==> config.mk <==
export PLATFORM = sky130hd
export DESIGN_NAME = mem_arbiter
export DESIGN_NICKNAME = d
export VERILOG_FILES = /design/src/rtl/mem_arb_pkg.sv /design/src/rtl/mem_arb_resp_slot.sv /design/src/rtl/mem_arbiter.sv
export SDC_FILE = /design/constraint.sdc
export NUM_CORES = 1
export LEC_CHECK = 0
export CAP_MARGIN = 20
export CELL_PAD_IN_SITES_DETAIL_PLACEMENT = 0
export CELL_PAD_IN_SITES_GLOBAL_PLACEMENT = 1
export CORE_ASPECT_RATIO = 0.5
export CORE_MARGIN = 5
export CORE_UTILIZATION = 34
export CTS_CLUSTER_SIZE = 12
export DETAILED_ROUTE_END_ITERATION = 10
export PLACE_DENSITY = 0.95
export SYNTH_ARGS = -nofsm -noshare
export SYNTH_HDL_FRONTEND = slang
export SYNTH_HIERARCHICAL = 1
export SYNTH_SLANG_ARGS = --single-unit
==> constraint.sdc <==
create_clock -name clock -period 5.7 [get_ports clock]
set_input_delay 1.14 -clock clock [delete_from_list [all_inputs] [get_ports clock]]
set_output_delay 1.14 -clock clock [all_outputs]
set_load 0.005 [all_outputs]
==> src/rtl/mem_arb_pkg.sv <==
// rtl/mem_arb_pkg.sv - shared types and constants for the RAM arbiter
//
// Purpose : owner encoding for the per-cycle RAM owner and default tuning values.
// Ports   : none (package).
package mem_arb_pkg;

  // Which requester drives the RAM in the current cycle.
  typedef enum logic [1:0] {
    OWN_NONE = 2'd0,
    OWN_I    = 2'd1,
    OWN_D    = 2'd2
  } owner_t;

  // Consecutive denied cycles tolerated for fetch before it is forced through.
  localparam int MAX_WAIT_DEFAULT = 4;

endpackage

==> src/rtl/mem_arb_resp_slot.sv <==
// rtl/mem_arb_resp_slot.sv - per-port read response slot with hold buffering
//
// Purpose : tracks one outstanding read for a port. The RAM returns data the
//           cycle after the grant; if the consumer stalls at that point, the
//           word is parked in a hold register so the RAM can be reused.
// Ports   : clock, reset     - clock, synchronous active-high reset
//           rd_gnt           - a read for this port was granted this cycle
//           rready           - consumer accepts the response this cycle
//           ram_rdata        - RAM read data (valid the cycle after the grant)
//           rvalid, rdata    - response channel to the consumer
//           eligible         - port may be granted a new read this cycle
module mem_arb_resp_slot
  import mem_arb_pkg::*;
#(
  parameter int WIDTH = 32
) (
  input  logic             clock,
  input  logic             reset,
  input  logic             rd_gnt,
  input  logic             rready,
  input  logic [WIDTH-1:0] ram_rdata,
  output logic             rvalid,
  output logic [WIDTH-1:0] rdata,
  output logic             eligible
);

  logic             pend;    // RAM is presenting this port's data now
  logic             held;    // data parked in hold_q awaiting rready
  logic [WIDTH-1:0] hold_q;

  // pend and held are never set together: a new read is only granted when the
  // current response is absent or being consumed, which also clears held.
  always_ff @(posedge clock) begin
    if (reset) begin
      pend   <= 1'b0;
      held   <= 1'b0;
      hold_q <= '0;
    end else begin
      pend <= rd_gnt;
      if (pend && !rready) begin
        // RAM output will move on next cycle; freeze the word now.
        held   <= 1'b1;
        hold_q <= ram_rdata;
      end else if (held && rready) begin
        held <= 1'b0;
      end
    end
  end

  assign rvalid   = pend | held;
  assign rdata    = held ? hold_q : (pend ? ram_rdata : '0);
  assign eligible = !rvalid || rready;

endmodule

==> src/rtl/mem_arbiter.sv <==
// rtl/mem_arbiter.sv - fetch / load-store arbiter in front of a single-port RAM
//
// Purpose : shares one single-port synchronous RAM (1-cycle read latency)
//           between a read-only fetch port (i_*) and a read/write data port
//           (d_*). Data wins contention unless fetch has been denied MAX_WAIT
//           consecutive cycles. Defining MEM_ARB_RR_EN replaces this with
//           round-robin between the two ports (wait counter tied to 0).
// Ports   : clock, reset                      - clock, synchronous active-high reset
//           i_req/i_addr/i_gnt                - fetch request handshake
//           i_rvalid/i_rdata/i_rready         - fetch response channel
//           d_req/d_we/d_addr/d_wdata/d_gnt   - data request handshake
//           d_rvalid/d_rdata/d_rready         - data read response channel
//           ram_write_en/ram_addr/ram_data_i  - RAM command (same cycle as grant)
//           ram_data_o                        - RAM read data, one cycle later
module mem_arbiter
  import mem_arb_pkg::*;
#(
  parameter  int WIDTH    = 32,
  parameter  int DEPTH    = 1024,
  parameter  int MAX_WAIT = MAX_WAIT_DEFAULT,
  localparam int AW       = $clog2(DEPTH)
) (
  input  logic             clock,
  input  logic             reset,
  input  logic             i_req,
  input  logic [AW-1:0]    i_addr,
  output logic             i_gnt,
  output logic             i_rvalid,
  output logic [WIDTH-1:0] i_rdata,
  input  logic             i_rready,
  input  logic             d_req,
  input  logic             d_we,
  input  logic [AW-1:0]    d_addr,
  input  logic [WIDTH-1:0] d_wdata,
  output logic             d_gnt,
  output logic             d_rvalid,
  output logic [WIDTH-1:0] d_rdata,
  input  logic             d_rready,
  output logic             ram_write_en,
  output logic [AW-1:0]    ram_addr,
  output logic [WIDTH-1:0] ram_data_i,
  input  logic [WIDTH-1:0] ram_data_o
);

  localparam int WW = (MAX_WAIT < 1) ? 1 : $clog2(MAX_WAIT + 1);

  owner_t        win;
  logic          i_elig;
  logic          d_elig;
  logic          i_ok;
  logic          d_ok;
  logic [AW-1:0] addr_q;
  logic [WW-1:0] wait_cnt;

  // Writes never produce a response, so they are not blocked by a stalled read.
  assign i_ok = i_req && i_elig;
  assign d_ok = d_req && (d_we || d_elig);

`ifdef MEM_ARB_RR_EN
  owner_t last_win;

  assign wait_cnt = '0;

  always_ff @(posedge clock) begin
    if (reset) begin
      last_win <= OWN_I;   // data gets the first contended grant
    end else if (win != OWN_NONE) begin
      last_win <= win;
    end
  end

  always_comb begin
    win = OWN_NONE;
    if (!reset) begin
      if (i_ok && d_ok) begin
        win = (last_win == OWN_I) ? OWN_D : OWN_I;
      end else if (i_ok) begin
        win = OWN_I;
      end else if (d_ok) begin
        win = OWN_D;
      end
    end
  end
`else
  logic starved;

  assign starved = (wait_cnt == WW'(MAX_WAIT));

  always_ff @(posedge clock) begin
    if (reset) begin
      wait_cnt <= '0;
    end else if (!i_req || i_gnt) begin
      wait_cnt <= '0;
    end else if (!starved) begin
      wait_cnt <= wait_cnt + 1'b1;
    end
  end

  always_comb begin
    win = OWN_NONE;
    if (!reset) begin
      if (i_ok && (!d_ok || starved)) begin
        win = OWN_I;
      end else if (d_ok) begin
        win = OWN_D;
      end
    end
  end
`endif

  assign i_gnt = (win == OWN_I);
  assign d_gnt = (win == OWN_D);

  // RAM command: the address is held when idle so the RAM sees no spurious change.
  assign ram_write_en = d_gnt && d_we;
  assign ram_data_i   = d_wdata;
  assign ram_addr     = i_gnt ? i_addr : (d_gnt ? d_addr : addr_q);

  always_ff @(posedge clock) begin
    if (reset) begin
      addr_q <= '0;
    end else if (win != OWN_NONE) begin
      addr_q <= ram_addr;
    end
  end

  mem_arb_resp_slot #(.WIDTH(WIDTH)) u_i_slot (
    .clock     (clock),
    .reset     (reset),
    .rd_gnt    (i_gnt),
    .rready    (i_rready),
    .ram_rdata (ram_data_o),
    .rvalid    (i_rvalid),
    .rdata     (i_rdata),
    .eligible  (i_elig)
  );

  mem_arb_resp_slot #(.WIDTH(WIDTH)) u_d_slot (
    .clock     (clock),
    .reset     (reset),
    .rd_gnt    (d_gnt && !d_we),
    .rready    (d_rready),
    .ram_rdata (ram_data_o),
    .rvalid    (d_rvalid),
    .rdata     (d_rdata),
    .eligible  (d_elig)
  );

endmodule

==> impl_metrics.prom, run 1 <==
# TYPE chip_impl_metric gauge
chip_impl_metric{name="worst-path-max-fanout",unit=""} 20
chip_impl_metric{name="period_needed",unit="ns"} 4.824
chip_impl_metric{name="power_per_cell_area",unit="nW/um^2"} 207.7
chip_impl_metric{name="placeableCoreArea",unit="um^2"} 14620
chip_impl_metric{name="routed_vias",unit=""} 4537
chip_impl_metric{name="grt_start_max_net_pins",unit=""} 133
chip_impl_metric{name="required_time_of_the_critical_path",unit="ns"} 4.56
chip_impl_metric{name="synth_warnings",unit=""} 6
chip_impl_metric{name="detail_route.vias_per_cell",unit=""} 5.092
chip_impl_info{name="netlist.top_cell.by_area",value="dfxtp_1"} 1
chip_impl_metric{name="drv.max_cap_violation_count",unit=""} 0
chip_impl_metric{name="vdd.ir_drop.worst",unit="uV"} 92.14
chip_impl_metric{name="synth_largest_type_area_fraction",unit=""} 0.3159
chip_impl_metric{name="ctsResizeCount",unit=""} 0
chip_impl_metric{name="maxSlewHeadroom",unit=""} 0.3766
chip_impl_metric{name="port_buffers",unit=""} 137
chip_impl_info{name="yosysMostFrequentCell",value="nand2_1"} 1
chip_impl_metric{name="globalRouteTotalUtil",unit=""} 0.1545
chip_impl_metric{name="post_route_setup_tns",unit="ns"} 0
chip_impl_metric{name="worst-endpoint-arrival",unit="ns"} 3.68
chip_impl_metric{name="total_leakage_power",unit="nW"} 2.102
chip_impl_metric{name="p_clk_frac",unit=""} 0.424
chip_impl_metric{name="worstMarginPinSlew",unit="ns"} 0.9351
chip_impl_metric{name="post_synth.cell_area_avg",unit="um^2"} 8.278
chip_impl_metric{name="floorplan.die.width",unit="um"} 183.8
chip_impl_metric{name="seq_area_frac_synth",unit=""} 0.3159
chip_impl_metric{name="synth_seq_cells",unit=""} 81
chip_impl_metric{name="design.die.area",unit="um^2"} 17800
chip_impl_metric{name="dp_worst_setup_slack",unit="ns"} 0.9327
chip_impl_info{name="synth_flop_cell",value="dfxtp_1"} 1
chip_impl_metric{name="cts.hold.buffers_added",unit=""} 0
chip_impl_metric{name="finalSetupViolations",unit=""} 0
chip_impl_info{name="cts_root_buf",value="clkbuf_16"} 1
chip_impl_metric{name="clock_skew",unit="ns"} 0.004813
chip_impl_info{name="cp-end-kind",value="output pin"} 1
chip_impl_metric{name="detailedRoute.firstPassIterationCount",unit=""} 5
chip_impl_metric{name="mappedNetlistNets",unit=""} 713
chip_impl_metric{name="sequentialPowerShare",unit=""} 0.433
chip_impl_metric{name="grt_pass1_vias",unit=""} 4466
chip_impl_metric{name="final_nets",unit=""} 781
chip_impl_metric{name="synth-edff-count",unit=""} 0
chip_impl_info{name="outcome",value="finished clean"} 1
chip_impl_metric{name="route.detailed.drc",unit=""} 0
chip_impl_metric{name="initial_util",unit=""} 0.3510
chip_impl_metric{name="fin_cells",unit=""} 891
chip_impl_metric{name="worst_slack",unit="ns"} 0.8763
chip_impl_metric{name="row_count",unit=""} 31
chip_impl_metric{name="cts.sinks",unit=""} 81
chip_impl_metric{name="timing.final.max_slew_violations",unit=""} 0
chip_impl_metric{name="switching_power",unit="uW"} 311.3
chip_impl_metric{name="max_clock_freq",unit="MHz"} 207.3
chip_impl_metric{name="worst_setup_hold_path_clk_slew",unit="ns"} 0.06
chip_impl_metric{name="cts.htree.levels",unit=""} 3
chip_impl_metric{name="timing.final.hold_violations",unit=""} 0
chip_impl_metric{name="postCtsSetupBuffers",unit=""} 0
chip_impl_info{name="rsz_0062_raised_after_global_routing",value="no"} 1
chip_impl_metric{name="io-pin-count",unit=""} 202
chip_impl_metric{name="netlist-cell-type-count",unit=""} 36
chip_impl_metric{name="cts_buffers",unit=""} 9
chip_impl_metric{name="pwr-share-comb",unit=""} 0.143
chip_impl_metric{name="clock_tree.buffer_depth",unit=""} 2
chip_impl_metric{name="floorplan.die.height",unit="um"} 96.88
chip_impl_metric{name="synthesis.instances",unit=""} 620
chip_impl_info{name="synth_area_leaders",value="dfxtp_1 32%, nand4bb_1 14%, nand2_1 9.7%, nand2b_1 7.9%, o21ai_0 6.7%"} 1
chip_impl_info{name="clock_tree_from_tritoncts",value="built"} 1
chip_impl_metric{name="routed_wirelength",unit="mm"} 14.08
chip_impl_metric{name="gp_congestion",unit=""} 0.7549
chip_impl_metric{name="insertion_delay",unit="ns"} 0.33
chip_impl_info{name="critPathKind",value="in -> out"} 1
chip_impl_metric{name="globalRouteOverflowTotal",unit=""} 0
chip_impl_metric{name="grt_pass1_wl",unit="mm"} 23.20
chip_impl_metric{name="dp_hpwl",unit="mm"} 9.194
chip_impl_metric{name="synth.cell_area",unit="um^2"} 5132
chip_impl_metric{name="drive_gt1_frac",unit=""} 0.09812
chip_impl_metric{name="antenna_cells",unit=""} 0
chip_impl_metric{name="internal_power",unit="mW"} 1.040
chip_impl_metric{name="layout_worst_path_cycle_share",unit=""} 0.8463
chip_impl_metric{name="areaGrowthSynthToFinish",unit="%"} 26.79
chip_impl_metric{name="async_flop_share",unit=""} 0
chip_impl_metric{name="dp.cells",unit=""} 875
chip_impl_metric{name="first_iter_violations",unit=""} 340
chip_impl_metric{name="switching_share",unit=""} 0.2303
chip_impl_metric{name="route.detailed.wl_per_inst",unit="um"} 15.80
chip_impl_metric{name="antenna_found_initial",unit=""} 0
chip_impl_info{name="critPathLaunchType",value="primary input"} 1
chip_impl_info{name="worst_min_delay_path_category",value="reg -> reg"} 1
chip_impl_metric{name="count_of_nets_left_with_antenna_violations_after_detail_routing",unit=""} 0
chip_impl_metric{name="final_hold_slack",unit="ns"} 0.4689
chip_impl_info{name="most_instantiated_cells_after_synthesis",value="132 x nand2_1, 81 x dfxtp_1, 69 x o21ai_0"} 1
-- sequential cells by signal, indices dropped and copies added, names as in the netlist --
register,cells
u_i_slot/pend,1
u_d_slot/pend,1
u_i_slot/hold_q,32
u_i_slot/held,1
wait_cnt,3
u_d_slot/hold_q,32
addr_q,10
u_d_slot/held,1
-- final cells by class --
class	instances	area, um^2
clock inverter	3	40.04
sequential	81	1627
fill	1426	8115
clock buffer	13	250.2
inverter	2	7.507
timing repair buffer	147	1449
tap	198	247.7
multi-input combinational	447	2887
-- power by group through the flow --
stage | registers [mW] | clock network, mW | logic, mW
6_report | 0.585 | 0.573 | 0.194
5_1_grt | 0.586 | 0.615 | 0.209
4_1_cts | 0.585 | 0.586 | 0.195
3_5_place_dp | 0.598 | 0 | 0.194
3_3_place_gp | 0.597 | 0 | 0.191
2_1_floorplan | 0.596 | 0 | 0.114
-- critical path, cell delays in order --
cell and delay [ns]:
clkdlybuf4s50_1 0.47, o21bai_1 0.23, o21a_4 0.29, a211oi_4 0.73, a221o_1 0.31, clkdlybuf4s50_1 0.51
-- placed cells by master (no fill, tap or decap), types with 3 or more instances in the layout --
cell,count
a221o_1,20
o21ai_2,20
clkbuf_16,9
nand4bb_1,64
o21ai_1,40
and3_2,3
and3_4,8
clkbuf_1,3
buf_4,9
nand2_1,132
dfxtp_2,4
clkdlybuf4s50_1,136
nand2b_1,65
o21ai_0,69
dfxtp_1,77
nor2b_1,3
-- path summary, 6_finish.rpt --
check / slack, ns / cells after the start / to / from
worst min register to register: 0.47 / 2 / u_d_slot/hold_q[27]$_SDFFE_PP0P_ / u_d_slot/hold_q[27]$_SDFFE_PP0P_
worst min-delay path: 0.47 / 2 / u_d_slot/hold_q[27]$_SDFFE_PP0P_ / u_d_slot/hold_q[27]$_SDFFE_PP0P_
worst max register to register: 3.56 / 4 / u_d_slot/hold_q[10]$_SDFFE_PP0P_ / u_d_slot/pend$_SDFF_PP0_
worst max-delay path: 0.88 / 6 / ram_addr[3] / d_rready
-- logic make-up after synthesis --
group | count (synthesis) | synth area share
DFF | 81 | 0.3159
adders and majority gates | 2 | 0.004875
buffers and inverters | 92 | 0.1217
xor gates and xnor gates | 1 | 0.001707
AOI/OAI and AO/OA | 158 | 0.1992
and+or+nand+nor | 286 | 0.3567
-- stage by stage --
stage	power (mW)	cell area [um^2]	utilization
detailed placement	0.7916	6217	0.4252
global placement	0.7883	6202	0.4241
CTS	1.366	6507	0.4450
global route	1.410	6507	0.4450
finish	1.352	6507	0.4450
floorplan	0.7105	5132	-
-- per-layer routing --
metal | GRT usage | up-vias | routed length [um]
li1 | - | 2271 | -
met1 | 0.2015 | 2156 | 6399
met2 | 0.2577 | 90 | 6842
met3 | 0.03748 | 20 | 690
met4 | 0.03748 | 0 | 143
met5 | 0 | - | 0
Note: power is estimated with default switching activity, not from simulation.
==> run 2: changes to the inputs <==
CORE_UTILIZATION = 29   (was 34)
PLACE_DENSITY = 0.86   (was 0.95)
clock period = 4.3 ns   (was 5.7 ns; I/O delays follow)
==> run 2 against run 1 <==
Compared with the run above:
- clock skew is 0.0023 ns higher
- register-to-register slack worse by 1.6 ns
- worst setup slack worse by 0.70 ns
- global-route usage is 1.6 points lower
- sequential power is 33% higher
- non-clock buffer count stayed put
- via count is 1.4% higher
- clock-buffer cell count stayed put
- critical path depth stayed put
- cell area is 0.27% higher
- highest routed layer unchanged
- core utilization is 6.9 points lower
==> impl_metrics.prom, run 2 (synthesis results as in run 1) <==
# TYPE chip_impl_metric gauge
chip_impl_metric{name="drv.max_cap_violation_count",unit=""} 0
chip_impl_metric{name="port_buffers",unit=""} 137
chip_impl_metric{name="timing.final.max_slew_violations",unit=""} 0
chip_impl_info{name="crit_slowest_cell",value="clkdlybuf4s50_1"} 1
chip_impl_metric{name="p_clk_frac",unit=""} 0.409
chip_impl_metric{name="postLayoutCellArea",unit="um^2"} 6525
chip_impl_metric{name="final_nets",unit=""} 781
chip_impl_metric{name="maxSlewHeadroom",unit=""} 0.3503
chip_impl_metric{name="antenna_cells",unit=""} 0
chip_impl_info{name="critPathKind",value="in -> out"} 1
chip_impl_metric{name="gp_congestion",unit=""} 0.7474
chip_impl_metric{name="floorplan.die.height",unit="um"} 104.1
chip_impl_metric{name="grt_start_max_net_pins",unit=""} 133
chip_impl_metric{name="route.detailed.drc",unit=""} 0
chip_impl_metric{name="switching_power",unit="uW"} 408.9
chip_impl_metric{name="total_leakage_power",unit="nW"} 2.091
chip_impl_metric{name="vdd.ir_drop.worst",unit="uV"} 157.9
chip_impl_metric{name="cts.hold.buffers_added",unit=""} 0
chip_impl_metric{name="cts_buffers",unit=""} 9
chip_impl_metric{name="sequentialPowerShare",unit=""} 0.443
chip_impl_metric{name="row_count",unit=""} 34
chip_impl_info{name="outcome",value="finished clean"} 1
chip_impl_metric{name="dp_hpwl",unit="mm"} 9.684
chip_impl_metric{name="postCtsSetupBuffers",unit=""} 0
chip_impl_info{name="reg.largest.list",value="u_d_slot/hold_q: 32 flops, u_i_slot/hold_q: 32 flops, addr_q: 10 flops"} 1
chip_impl_metric{name="antenna_found_initial",unit=""} 0
chip_impl_metric{name="routed_wirelength",unit="mm"} 14.84
chip_impl_metric{name="timing.final.hold_violations",unit=""} 0
chip_impl_metric{name="first_iter_violations",unit=""} 296
chip_impl_info{name="layout_common_cells",value="136 x clkdlybuf4s50_1, 132 x nand2_1, 77 x dfxtp_1"} 1
chip_impl_info{name="layout_commonest_cell",value="clkdlybuf4s50_1"} 1
chip_impl_metric{name="worst-path-max-fanout",unit=""} 12
chip_impl_metric{name="placeableCoreArea",unit="um^2"} 17360
chip_impl_metric{name="insertion_delay",unit="ns"} 0.33
chip_impl_info{name="clock_tree_from_tritoncts",value="built"} 1
chip_impl_info{name="cts_root_buf",value="clkbuf_16"} 1
chip_impl_metric{name="clock_tree.buffer_depth",unit=""} 2
chip_impl_metric{name="route.detailed.wl_per_inst",unit="um"} 16.06
chip_impl_info{name="critPathLaunchType",value="primary input"} 1
chip_impl_metric{name="globalRouteTotalUtil",unit=""} 0.1389
chip_impl_metric{name="grt_pass1_wl",unit="mm"} 23.83
chip_impl_info{name="worst_min_delay_path_category",value="reg -> reg"} 1
chip_impl_metric{name="cts.sinks",unit=""} 81
chip_impl_metric{name="io-pin-count",unit=""} 202
chip_impl_metric{name="post_route_setup_tns",unit="ns"} 0
chip_impl_info{name="critical-path-top-cell-by-count",value="clkdlybuf4s50_1"} 1
chip_impl_metric{name="internal_power",unit="mW"} 1.344
chip_impl_metric{name="drive_gt1_frac",unit=""} 0.09710
chip_impl_metric{name="grt_pass1_vias",unit=""} 4527
chip_impl_metric{name="floorplan.die.width",unit="um"} 198.1
chip_impl_metric{name="power_per_cell_area",unit="nW/um^2"} 268.6
chip_impl_metric{name="period_needed",unit="ns"} 4.123
chip_impl_metric{name="worst_setup_hold_path_clk_slew",unit="ns"} 0.06
chip_impl_metric{name="required_time_of_the_critical_path",unit="ns"} 3.44
chip_impl_metric{name="layout_worst_path_cycle_share",unit=""} 0.9589
chip_impl_metric{name="switching_share",unit=""} 0.2333
chip_impl_info{name="rsz_0062_raised_after_global_routing",value="no"} 1
chip_impl_metric{name="cts.htree.levels",unit=""} 3
chip_impl_metric{name="count_of_nets_left_with_antenna_violations_after_detail_routing",unit=""} 0
chip_impl_metric{name="worst_slack",unit="ns"} 0.1768
chip_impl_metric{name="crit_path_max_incr_delay",unit="ns"} 0.54
chip_impl_metric{name="pwr-share-comb",unit=""} 0.148
chip_impl_info{name="cp-end-kind",value="output pin"} 1
chip_impl_metric{name="routed_vias",unit=""} 4601
chip_impl_metric{name="max_clock_freq",unit="MHz"} 242.5
chip_impl_metric{name="initial_util",unit=""} 0.2957
chip_impl_metric{name="ctsResizeCount",unit=""} 0
chip_impl_metric{name="final.fill_count",unit=""} 1771
chip_impl_metric{name="clock_skew",unit="ns"} 0.007111
chip_impl_metric{name="detailedRoute.firstPassIterationCount",unit=""} 5
chip_impl_metric{name="areaGrowthSynthToFinish",unit="%"} 27.13
chip_impl_metric{name="dp_worst_setup_slack",unit="ns"} 0.1837
chip_impl_metric{name="worst-endpoint-arrival",unit="ns"} 3.26
chip_impl_metric{name="fin_total_pwr",unit="mW"} 1.753
chip_impl_metric{name="globalRouteOverflowTotal",unit=""} 0
chip_impl_metric{name="design.die.area",unit="um^2"} 20620
chip_impl_metric{name="finalSetupViolations",unit=""} 0
chip_impl_metric{name="worstMarginPinSlew",unit="ns"} 0.9746
chip_impl_metric{name="postPlaceCellArea",unit="um^2"} 6255
chip_impl_metric{name="detail_route.vias_per_cell",unit=""} 4.979
chip_impl_info{name="cell_by_cell_listing_of_the_critical_path",value="clkdlybuf4s50_1, o21bai_1, a41oi_2, and3_2, a221o_1, clkdlybuf4s50_1"} 1
-- run 2: path summary, 6_finish.rpt --
kind	start	endpoint	slack, ns	cells after the start
max	i_rready	ram_addr[5]	0.18	6
min	u_i_slot/hold_q[27]$_SDFFE_PP0P_	u_i_slot/hold_q[27]$_SDFFE_PP0P_	0.47	2
max reg2reg	u_d_slot/pend$_SDFF_PP0_	u_d_slot/hold_q[11]$_SDFFE_PP0P_	1.94	4
min reg2reg	u_i_slot/hold_q[27]$_SDFFE_PP0P_	u_i_slot/hold_q[27]$_SDFFE_PP0P_	0.47	2
-- run 2: power groups by stage --
stage	registers [mW]	clock network, mW	logic [mW]
after CTS	0.776	0.740	0.262
after global placement	0.792	0	0.257
final	0.776	0.717	0.260
after detailed placement	0.792	0	0.260
after global routing	0.778	0.777	0.280
after floorplan	0.790	0	0.152
-- run 2: per-stage QoR --
step           hold WS (ns)  utilization  cells
2_1_floorplan        0.4422            -    620
3_3_place_gp         0.4549       0.3604    911
3_5_place_dp         0.4605       0.3604    911
4_1_cts              0.4708       0.3759    924
5_1_grt              0.4931       0.3759    924
6_report             0.4704       0.3759    924
-- run 2: area by class of cell --
class / count / area [um^2] / area share
timing repair buffer: 147 / 1441 / 0.2209
inverter: 2 / 7.507 / 0.001151
multi-input combinational: 447 / 2887 / 0.4424
clock buffer: 13 / 270.3 / 0.04142
sequential: 81 / 1627 / 0.2493
tap: 234 / 292.8 / 0.04487
-- run 2: routing by layer --
metal	GRT usage	vias to the layer above	routed length, um
li1	-	2259	-
met1	0.1766	2200	6657
met2	0.2327	108	7163
met3	0.03333	34	709
met4	0.04273	0	304
met5	0	-	0
-- run 2: worst max-delay path, delay by kind of cell --
| family | cells | cell delay [ns] |
|---|---|---|
| buffers and inverters | 2 | 0.99 |
| AND/OR/NAND/NOR | 1 | 0.37 |
| AO/OA/AOI/OAI | 3 | 1.03 |
==> RTL edit 1: new RTL, config.mk and constraints of run 2 <==
Set the package constant `MAX_WAIT_DEFAULT` to 8 (it was 4).
--- a/src/rtl/mem_arb_pkg.sv
+++ b/src/rtl/mem_arb_pkg.sv
@@ -13,5 +13,5 @@
 
   // Consecutive denied cycles tolerated for fetch before it is forced through.
-  localparam int MAX_WAIT_DEFAULT = 4;
+  localparam int MAX_WAIT_DEFAULT = 8;
 
 endpackage
Function: changed (Yosys sat finds a counterexample within 10 cycles, from zero or initial values and one cycle with reset high).
==> RTL edit 1 against run 2 <==
Register-to-register slack about the same; count of clock-buffer cells in the layout decreased by 3; combinational power increased by 4%; sequential cell count increased by 1; synthesized area increased by 2.9%; total power increased by 15%; cell area increased by 4.3%; worst setup slack improved by 0.0041 ns; routed wire length increased by 1.8%; fmax about the same.
==> RTL edit 1: results <==
export IMPL_status="complete, no violations"
export IMPL_ff_latch_area_um2=1650
export IMPL_drive_gt1_frac=0.0934
export IMPL_post_place_cells=925
export IMPL_fill_cells=1829
export IMPL_p_sw_frac=0.222
export IMPL_synth_top_cells_by_count="nand2_1 (131), dfxtp_1 (82), o21ai_0 (68), nand2b_1 (64), nand4bb_1 (64)"
export IMPL_grt_util_met1=0.176
export IMPL_routed_wl_um=15100
export IMPL_clock_cell_area_share=0.0553
export IMPL_place_gp_congestion=0.778
export IMPL_nClkBuffers=10
export IMPL_synth_area_top_cells="dfxtp_1 (31%), nand4bb_1 (14%), nand2_1 (9.3%), nand2b_1 (7.6%), o21ai_0 (6.4%)"
export IMPL_first_pass_iters=4
export IMPL_met1_length_um=7030
export IMPL_dp_hpwl_um=9610
export IMPL_met2_usage=0.229
export IMPL_synth_yosys_seq_area_share=0.311
export IMPL_grt_pass1_vias=4496
export IMPL_synth_fp_nets=728
export IMPL_wl_per_cell_um=16.0
export IMPL_p_leak_uw=0.00220
export IMPL_grt_util_met3=0.0353
export IMPL_yosys_cell_types_count=38
export IMPL_drtIter0Drc=232
## RTL edit 1: cell count changes after synthesis, moves of 2 or more
cell and delta:
inv_1 +11, and3_4 -8, a2111oi_4 +4, nor3_1 +4, a2111oi_1 +3, and3_2 -3
a2111oi_2 +2, and2_1 +2, xor2_1 +2
## RTL edit 1: cells by family (layout without fill, tap and decap cells)
logic type / after synthesis / in the layout / synth area share
simple gates: 277 / 277 / 0.330
compound gates: 165 / 165 / 0.220
buf+inv: 105 / 177 / 0.128
flops: 82 / 82 / 0.311
xor+xnor: 3 / 3 / 0.00497
fa+ha+maj: 2 / 2 / 0.00474
mux: 1 / 1 / 0.00189
## RTL edit 1: final timing paths
path / slack (ns) / endpoint / cells after the start / startpoint
setup reg to reg: 1.94 / u_i_slot/hold_q[9]$_SDFFE_PP0P_ / 4 / u_i_slot/pend$_SDFF_PP0_
hold / removal: 0.47 / u_d_slot/hold_q[27]$_SDFFE_PP0P_ / 2 / u_d_slot/hold_q[27]$_SDFFE_PP0P_
setup / recovery: 0.18 / ram_addr[0] / 7 / d_rready
hold reg to reg: 0.47 / u_d_slot/hold_q[27]$_SDFFE_PP0P_ / 2 / u_d_slot/hold_q[27]$_SDFFE_PP0P_
## RTL edit 1: timing repair
action,in CTS,in global routing
gates resized for setup,1,3
setup endpoints to repair,1,10
pin swaps,0,0
hold endpoints to repair,0,0
hold buffers,0,0
## RTL edit 1: worst max-delay path: stages
cell	delay (ns)
clkdlybuf4s50_1	0.48
o21bai_1	0.25
o21a_2	0.35
buf_4	0.23
a2111oi_4	0.39
a221o_1	0.18
clkdlybuf4s50_1	0.51
==> RTL edit 2: new RTL, settings of run 2 <==
Made on the original files. The option `MEM_ARB_RR_EN` is turned on by a define.
--- a/src/rtl/mem_arbiter.sv
+++ b/src/rtl/mem_arbiter.sv
@@ -13,4 +13,6 @@
 //           ram_write_en/ram_addr/ram_data_i  - RAM command (same cycle as grant)
 //           ram_data_o                        - RAM read data, one cycle later
+`define MEM_ARB_RR_EN
+
 module mem_arbiter
   import mem_arb_pkg::*;
Function: changed (a bounded check fails within 4 cycles, from zero or initial values and one cycle with reset high).
==> RTL edit 2 against run 2 <==
Critical path depth unchanged; first-iteration DRC count down 7.8%; routed wire length shrank 0.47%; cell area up 1.2%; non-clock buffer count rose by 4; clock power increased by 25%; highest routed layer unchanged; worst setup slack better by 0.076 ns; total power up 12%; sequential cell count down 1; synthesized area shrank 0.24%; count of clock-buffer cells in the layout fell by 3.
==> RTL edit 2: results <==
export IMPL_timing_rr_end="u_d_slot/hold_q[25]$_SDFFE_PP0P_"
export IMPL_cts_htree_levels=3
export IMPL_drtIter0Drc=273
export IMPL_tightest_slew_ns=0.935
export IMPL_synth_compound_area_frac=0.227
export IMPL_peakVddDrop_v=0.000190
export IMPL_synth_yosys_seq_area_share=0.313
export IMPL_synth_top_cells_by_count="nand2_1 (131), dfxtp_1 (80), o21ai_0 (68), nand2b_1 (65), nand4bb_1 (64)"
export IMPL_synth_xor_area_frac=0
export IMPL_reg2reg_depth=4
export IMPL_critPathMaxFanout=13
export IMPL_r2r_start="u_d_slot/pend$_SDFF_PP0_"
export IMPL_grt_max_degree=130
export IMPL_dp_hpwl_um=9560
export IMPL_first_pass_iters=4
export IMPL_grtUsageTotal=0.139
export IMPL_wl_per_cell_um=15.9
export IMPL_placed_area_um2=6250
export IMPL_hold_ws_ns=0.469
export IMPL_skew_ns=0.00604
export IMPL_num_nets_final=782
export IMPL_postCtsSetupBuffers=0
export IMPL_status="complete, no violations"
export IMPL_clkTransAtPathRegs_ns=0.06
export IMPL_fill_cells=1766
export IMPL_yosys_cell_types_count=32
export IMPL_slowest_delay_ns=0.62
export IMPL_power_per_cell_area_nw_per_um2=298
export IMPL_vias=4566
export IMPL_p_leak_uw=0.00214
export IMPL_cp_slowest_cell="a2111oi_0"
export IMPL_routed_wl_um=14800
export IMPL_r2r_slack_ns=2.36
export IMPL_post_place_cells=913
export IMPL_preCtsSetupSlack_ns=0.242
export IMPL_drive_gt1_frac=0.0993
export IMPL_grt_pass1_wl_um=23800
export IMPL_synth_fa_ha_area_frac=0
export IMPL_synth_warnings=6
export IMPL_grt_pass1_vias=4470
export IMPL_synth_area_per_cell_um2=8.23
export IMPL_synth_area_top_cells="dfxtp_1 (31%), nand4bb_1 (14%), nand2_1 (9.6%), nand2b_1 (7.9%), o21ai_0 (6.6%)"
export IMPL_critPathArrivalTime_ns=3.19
export IMPL_place_gp_congestion=0.754
## RTL edit 2: cell type report
cell class | instances | share of cell area
Timing Repair Buffer | 151 | 0.224
Inverter | 10 | 0.00568
Sequential cell | 80 | 0.243
Clock inverter | 5 | 0.0157
Multi-Input combinational cell | 439 | 0.431
Clock buffer | 10 | 0.0362
Tap cell | 234 | 0.0443
## RTL edit 2: logic make-up after synthesis
kind of cell	count (synthesis)
compound gates	168
buf+inv	103
flops	80
simple gates	271
## RTL edit 2: worst max path at each step
stage | start | to | slack (ns) | cells past startpoint
final | d_rready | ram_addr[2] | 0.25 | 6
after global routing | d_rready | ram_addr[2] | 0.15 | 6
after CTS | d_rready | ram_addr[2] | 0.22 | 6
after detailed placement | d_rready | ram_addr[2] | 0.24 | 6
after global placement | d_rready | ram_addr[2] | 0.36 | 6
after floorplan | d_rready | ram_addr[3] | 1.33 | 6
## RTL edit 2: power by group
group | switching, uW | total, uW | leakage, uW | internal (uW)
Sequential | 11.0 | 773 | 0.000651 | 762
Combinational | 137 | 301 | 0.00132 | 165
Clock | 312 | 893 | 0.000169 | 581
## RTL edit 2: metal layers
| layer | up-vias | global-route usage | share of wire |
|---|---|---|---|
| met4 | 0 | 0.0368 | 0.011 |
| met3 | 17 | 0.0311 | 0.037 |
| li1 | 2280 | - | - |
| met5 | - | 0 | 0 |
| met2 | 88 | 0.239 | 0.49 |
| met1 | 2181 | 0.177 | 0.46 |
## RTL edit 2: critical path: cells and delay by family
kind,cells,cell delay [ns]
AO/OA/AOI/OAI,4,1.38
buffers and inverters,2,0.95
